--- src/rtl/corr_readout_if.sv ---
// Byte stream from corr_readout toward the host-link transmitter.
// A byte moves on a clk edge where tx_valid && tx_ready; while tx_valid && !tx_ready, tx_data and tx_valid hold steady, and tx_valid never falls without a transfer.
interface corr_readout_if;
  logic [7:0] tx_data;
  logic       tx_valid;
  logic       tx_ready;

  modport master (output tx_data, output tx_valid, input tx_ready);
  modport slave  (input tx_data, input tx_valid, output tx_ready);
endinterface

--- src/rtl/corr_readout.sv ---
// Drains the correlator accumulator bank into a framed byte stream (header, words MSB first, XOR checksum),
// then optionally issues the bank clear, arbitrated against the sample strobe.
module corr_readout #(
  parameter int          NWORD  = 64,
  parameter int          AW     = 6,
  parameter int          DW     = 32,
  parameter int          RD_LAT = 3,
  parameter logic [7:0]  HDR    = 8'hA5
) (
  input  logic          clk,
  input  logic          rst_n,
  input  logic          start,
  input  logic          clear_en,
  input  logic          sin,
  output logic          rd_en,
  output logic [AW-1:0] rd_addr,
  input  logic [DW-1:0] rd_data,
  output logic          clr,
  output logic          busy,
  output logic          done,
  corr_readout_if.master tx,
  output logic [2:0]    dbg_state_o
);

  localparam int              NB         = DW / 8;
  localparam int              BCW        = (NB > 1) ? $clog2(NB) : 1;
  localparam logic [BCW-1:0]  LAST_BYTE  = BCW'(NB - 1);
  localparam logic [AW-1:0]   LAST_ADDR  = AW'(NWORD - 1);
  localparam logic [6:0]      FETCH_LAST = 7'(RD_LAT - 1);
  localparam logic [6:0]      CLRW_LAST  = 7'd64;
  localparam logic [6:0]      BANK_BUSY  = 7'd64;

  typedef enum logic [2:0] {
    S_IDLE, S_HDR, S_FETCH, S_SEND, S_CSUM, S_CLR, S_CLRW, S_DONE
  } state_t;

  state_t          state_q;
  logic            clr_en_q;
  logic            rd_en_q;
  logic [AW-1:0]   rd_addr_q;
  logic            clr_q;
  logic            busy_q;
  logic            done_q;
  logic            tx_valid_q;
  logic [7:0]      tx_data_q;
  logic [7:0]      csum_q;
  logic [DW-1:0]   shreg_q;
  logic [DW-1:0]   shreg_d;
  logic [BCW-1:0]  byte_q;
  logic [6:0]      cnt_q;
  logic [6:0]      shadow_q;

  assign shreg_d = shreg_q << 8;

  always_ff @(posedge clk or negedge rst_n) begin
    if (!rst_n) begin
      state_q    <= S_IDLE;
      clr_en_q   <= 1'b0;
      rd_en_q    <= 1'b0;
      rd_addr_q  <= '0;
      clr_q      <= 1'b0;
      busy_q     <= 1'b0;
      done_q     <= 1'b0;
      tx_valid_q <= 1'b0;
      tx_data_q  <= '0;
      csum_q     <= '0;
      shreg_q    <= '0;
      byte_q     <= '0;
      cnt_q      <= '0;
      shadow_q   <= '0;
    end else begin
      done_q <= 1'b0;
      case (state_q)
        S_IDLE: begin
          if (start) begin
            state_q    <= S_HDR;
            clr_en_q   <= clear_en;
            busy_q     <= 1'b1;
            rd_en_q    <= 1'b1;
            rd_addr_q  <= '0;
            tx_valid_q <= 1'b1;
            tx_data_q  <= HDR;
            csum_q     <= '0;
          end
        end
        S_HDR: begin
          if (tx.tx_ready) begin
            state_q    <= S_FETCH;
            tx_valid_q <= 1'b0;
            cnt_q      <= '0;
          end
        end
        // Always waits the full read latency from its own entry, even for word 0.
        S_FETCH: begin
          if (cnt_q == FETCH_LAST) begin
            state_q    <= S_SEND;
            shreg_q    <= rd_data;
            tx_data_q  <= rd_data[DW-1 -: 8];
            tx_valid_q <= 1'b1;
            byte_q     <= '0;
          end else begin
            cnt_q <= cnt_q + 7'd1;
          end
        end
        S_SEND: begin
          if (tx.tx_ready) begin
            csum_q    <= csum_q ^ tx_data_q;
            shreg_q   <= shreg_d;
            tx_data_q <= shreg_d[DW-1 -: 8];
            byte_q    <= byte_q + BCW'(1);
            if (byte_q == LAST_BYTE) begin
              if (rd_addr_q == LAST_ADDR) begin
                state_q   <= S_CSUM;
                tx_data_q <= csum_q ^ tx_data_q;
              end else begin
                state_q    <= S_FETCH;
                tx_valid_q <= 1'b0;
                rd_addr_q  <= rd_addr_q + AW'(1);
                cnt_q      <= '0;
              end
            end
          end
        end
        S_CSUM: begin
          if (tx.tx_ready) begin
            tx_valid_q <= 1'b0;
            tx_data_q  <= '0;
            rd_en_q    <= 1'b0;
            if (clr_en_q) begin
              state_q  <= S_CLR;
              shadow_q <= 7'd1;
            end else begin
              state_q <= S_DONE;
              done_q  <= 1'b1;
              busy_q  <= 1'b0;
            end
          end
        end
        // Shadow counter mirrors the bank's busy time; the clear only counts when clr is seen on an idle, sin-free cycle.
        S_CLR: begin
          if (shadow_q != 7'd0) begin
            shadow_q <= shadow_q - 7'd1;
            clr_q    <= 1'b1;
          end else if (sin) begin
            shadow_q <= BANK_BUSY;
            clr_q    <= 1'b1;
          end else if (clr_q) begin
            state_q <= S_CLRW;
            clr_q   <= 1'b0;
            cnt_q   <= '0;
          end else begin
            clr_q <= 1'b1;
          end
        end
        S_CLRW: begin
          if (cnt_q == CLRW_LAST) begin
            state_q <= S_DONE;
            done_q  <= 1'b1;
            busy_q  <= 1'b0;
          end else begin
            cnt_q <= cnt_q + 7'd1;
          end
        end
        S_DONE: begin
          state_q <= S_IDLE;
        end
        default: begin
          state_q <= S_IDLE;
        end
      endcase
    end
  end

  assign rd_en       = rd_en_q;
  assign rd_addr     = rd_addr_q;
  assign clr         = clr_q;
  assign busy        = busy_q;
  assign done        = done_q;
  assign tx.tx_valid = tx_valid_q;
  assign tx.tx_data  = tx_data_q;
  assign dbg_state_o = state_q;

endmodule

--- src/flat_wrapper.sv ---
// flat-port wrapper written by rule: the top's interface ports become plain ports
module corr_readout_flat 
#(
  parameter int          NWORD  = 64,
  parameter int          AW     = 6,
  parameter int          DW     = 32,
  parameter int          RD_LAT = 3,
  parameter logic [7:0]  HDR    = 8'hA5
)
  (clk, rst_n, start, clear_en, sin, rd_en, rd_addr, rd_data, clr, busy, done, dbg_state_o, tx_tx_data, tx_tx_valid, tx_tx_ready);
  corr_readout_if tx_i ();
  input  logic clk;
  input  logic rst_n;
  input  logic start;
  input  logic clear_en;
  input  logic sin;
  output logic rd_en;
  output logic [AW-1:0] rd_addr;
  input  logic [DW-1:0] rd_data;
  output logic clr;
  output logic busy;
  output logic done;
  output logic [2:0] dbg_state_o;
  output wire logic [$bits(tx_i.tx_data)-1:0] tx_tx_data;
  output wire logic [$bits(tx_i.tx_valid)-1:0] tx_tx_valid;
  input wire logic [$bits(tx_i.tx_ready)-1:0] tx_tx_ready;
  assign tx_tx_data = tx_i.tx_data;
  assign tx_tx_valid = tx_i.tx_valid;
  assign tx_i.tx_ready = tx_tx_ready;
  corr_readout #(.NWORD(NWORD), .AW(AW), .DW(DW), .RD_LAT(RD_LAT), .HDR(HDR)) u_core (.clk(clk), .rst_n(rst_n), .start(start), .clear_en(clear_en), .sin(sin), .rd_en(rd_en), .rd_addr(rd_addr), .rd_data(rd_data), .clr(clr), .busy(busy), .done(done), .tx(tx_i), .dbg_state_o(dbg_state_o));
endmodule
--- config.mk ---
export PLATFORM = sky130hd
export DESIGN_NAME = corr_readout_flat
export DESIGN_NICKNAME = d
export VERILOG_FILES = /design/src/rtl/corr_readout_if.sv /design/src/rtl/corr_readout.sv /design/src/flat_wrapper.sv
export SDC_FILE = /design/constraint.sdc
export NUM_CORES = 1
export LEC_CHECK = 0
export BUFFER_PORTS_ARGS = -buffer_cell sky130_fd_sc_hd__buf_2
export CAP_MARGIN = 5
export CORE_AREA = 2 2 121 88
export CTS_CLUSTER_SIZE = 40
export DETAILED_ROUTE_END_ITERATION = 6
export DIE_AREA = 0 0 123 90
export PLACE_DENSITY = 0.65
export SYNTH_ARGS = -nofsm -noshare
export SYNTH_HDL_FRONTEND = slang
export SYNTH_SLANG_ARGS = --single-unit
--- constraint.sdc ---
create_clock -name clk -period 2.9 [get_ports clk]
set_input_delay 0.29 -clock clk [delete_from_list [all_inputs] [get_ports clk]]
set_output_delay 0.29 -clock clk [all_outputs]
set_load 0.02 [all_outputs]
==> metrics.yaml <==
grt_first_pass_wirelength_um: 16700
first_pass_iters: 4
post_drt_wl_per_cell_um: 15.6
maxCapViolCount: 0
grt_setup_unrepaired: "no"
crit_family: "compound AO/OA/AOI/OAI gates"
critPathRequiredTime_ns: 3.11
fin_area_um2: 4590
ys.flop_type: "dfrtp_1"
finalHoldViolCount: 0
period_minus_slack_ns: 2.10
areaGrowthSynthToFinish_pct: 18.9
cts_tree: "done"
synth_edf_count: 0
critPathKind: "reg -> reg"
grt_util_met3_pct: 5.90
synthesis.nets: 477
grt.total_usage_pct: 19.2
p_per_area_nw_per_um2: 1050
setup_viol: 0
antenna_found_initial: 0
dp_hpwl_um: 6950
drive_above_1_share_pct: 20.9
diodes: 0
dr.first_iter.drc_count: 239
synthMuxAreaShare_pct: 4.02
worstSetupEndpointType: "flop"
syn_inst: 432
viasPerCell: 5.29
yosysUniqueCellTypes: 59
avgSynthCellArea_um2: 8.93
tightest_slew_ns: 0.747
synth-async-reset-ratio_pct: 100
ys_seq_area_share_pct: 46.1
core_area_um2: 10000
grtUsageMet2_pct: 26.8
worstPathCellList: "or3b_2 > a21oi_1 > o21ai_0 > o21ai_0 > o21ai_0"
irDropWorstVdd_uv: 395
clock_sinks: 71
path_clk_slew_ns: 0.06
crit_top_cell: "o21ai_0"
antenna_left: 0
maxSlewViolCount: 0
synth_xor_area_share_pct: 2.27
leakagePower_nw: 2.14
startpoint_type: "flop"
post_dp_cell_area_um2: 4280
post-route-drc-count: 0
start_util_pct: 38.5
top_usage_layer: "met1"
worstPathArrival_ns: 2.31
grt_pass1_vias: 3317
root_buffer: "clkbuf_16"
overflow: 0
vias: 3334
status: "finished clean"
htreeDepth: 3
grtUsageMet1_pct: 28.3
die_area_um2: 11100
row_count: 31
grt_max_degree: 37
maxSlewHeadroom_pct: 50.1
slowest_delay_ns: 0.49
final_cell_mix: "nand2_1 (86), dfrtp_1 (71), buf_2 (59), o21ai_0 (44), nor2_1 (43)"
clock_path_buffers: 2
synth_top_family_by_area: "compound AO/OA/AOI/OAI gates"
hold_class: "in -> reg"
timing.fmax_ghz: 0.477
nets: 538
io_pins: 60
ys_warn_count: 0
final_common_cell: "nand2_1"
clk_latency_ns: 0.34
port_buffers: 59
critPathBufInv: 0
synth_compound_area_share_pct: 21.1
fin_setup_tns_ns: 0
yosys.area_share.simple_pct: 20.5
fin_crit_sh_pct: 72.3
place_congestion: 0.811
cpMaxStageDelayCell: "or3b_2"
synth_fa_ha_area_share_pct: 2.27
die_w_um: 123
die_height_um: 90
cts_made_buffers: 9
routed_wl_um: 9810
fin_skew_ns: 0.00578
cp_max_fo: 8
syn-cell-area_um2: 3860
synth_seq_cells: 71
-- kinds of logic (layout without fill, tap and decap cells) --
logic type	count (synthesis)	in the layout
compound gates	124	124
xor+xnor	10	10
fa+ha+maj	7	7
buf+inv	30	96
flops	71	71
mux	15	15
simple gates	175	175
-- worst register-to-register path: cells and delay by family (launching register included) --
family | cells | cell delay, ns
flip-flops | 1 | 0.37
AND/OR/NAND/NOR | 1 | 0.50
AO/OA/AOI/OAI | 4 | 1.11
-- synth_stat cells (9+ instances only) --
master	count	area, um2
a21oi_1	14	70.1
a22o_1	10	87.6
a22oi_1	9	67.6
a31oi_1	17	106
clkbuf_1	12	45.0
dfrtp_1	71	1780
inv_1	10	37.5
mux2i_1	11	110
nand2_1	86	323
nor2_1	43	161
o21ai_0	44	220
-- per-layer routing --
| metal | share of wire [%] | vias up |
|---|---|---|
| met5 | 0 | - |
| met4 | 1.1 | 0 |
| met3 | 6.5 | 12 |
| met2 | 42 | 102 |
| met1 | 51 | 1569 |
| li1 | - | 1651 |
-- what timing repair did --
| item | 4_1_cts | 5_1_grt |
|---|---|---|
| hold buffers | 1 | 0 |
| hold endpoints to repair | 20 | 0 |
| resized for setup | 0 | 0 |
| buffers inserted | 0 | 0 |
-- stage by stage --
| step | total power [mW] | util (%) | setup slack (ns) | cells | hold slack [ns] |
|---|---|---|---|---|---|
| 2_1_floorplan | 3.17 | - | 1.00 | 432 | -0.00559 |
| 3_3_place_gp | 3.66 | 42.8 | 0.887 | 613 | 0.287 |
| 3_5_place_dp | 3.73 | 42.8 | 0.793 | 613 | 0.290 |
| 4_1_cts | 4.86 | 45.8 | 0.776 | 630 | 0.158 |
| 5_1_grt | 5.22 | 45.8 | 0.631 | 630 | 0.161 |
| 6_report | 4.83 | 45.8 | 0.803 | 630 | 0.166 |
-- final timing paths --
kind | cells after the start | end | start | slack [ns]
max | 5 | u_core.rd_addr[2] | u_core.dbg_state_o[1] | 0.80
min | 2 | u_core.shreg_q[1] | rd_data[1] | 0.17
max reg2reg | 5 | u_core.rd_addr[2] | u_core.dbg_state_o[1] | 0.80
min reg2reg | 2 | u_core.busy | u_core.busy | 0.49
max in group asynchronous | 3 | u_core.done | rst_n | 1.57
min in group asynchronous | 2 | u_core.shreg_q[4] | rst_n | 0.45
-- report_power, final --
part	switching, mW	total (mW)	internal, mW
Sequential	0.335	1.71	1.38
Clock	0.415	1.10	0.685
Combinational	1.22	2.02	0.798
Total	1.97	4.83	2.86
-- sequential cells by signal (all words and copies together), names as in the netlist --
name                count
u_core.shreg_q         24
u_core.tx.tx_valid      1
u_core.clr_en_q         1
u_core.dbg_state_o      3
u_core.done             1
u_core.rd_en            1
u_core.csum_q           8
u_core.rd_addr          6
u_core.tx.tx_data       8
u_core.shadow_q         7
u_core.busy             1
u_core.cnt_q            7
u_core.byte_q           2
u_core.clr              1
-- final cells by class --
type | instances | area [um2]
Fill cell | 1000 | 5420
Multi-Input combinational cell | 331 | 1930
Sequential cell | 71 | 1780
Timing Repair Buffer | 70 | 380
Clock buffer | 12 | 246
Tap cell | 132 | 165
Clock inverter | 4 | 45.0
Inverter | 10 | 37.5
Note: power is estimated with default switching activity, not from simulation.
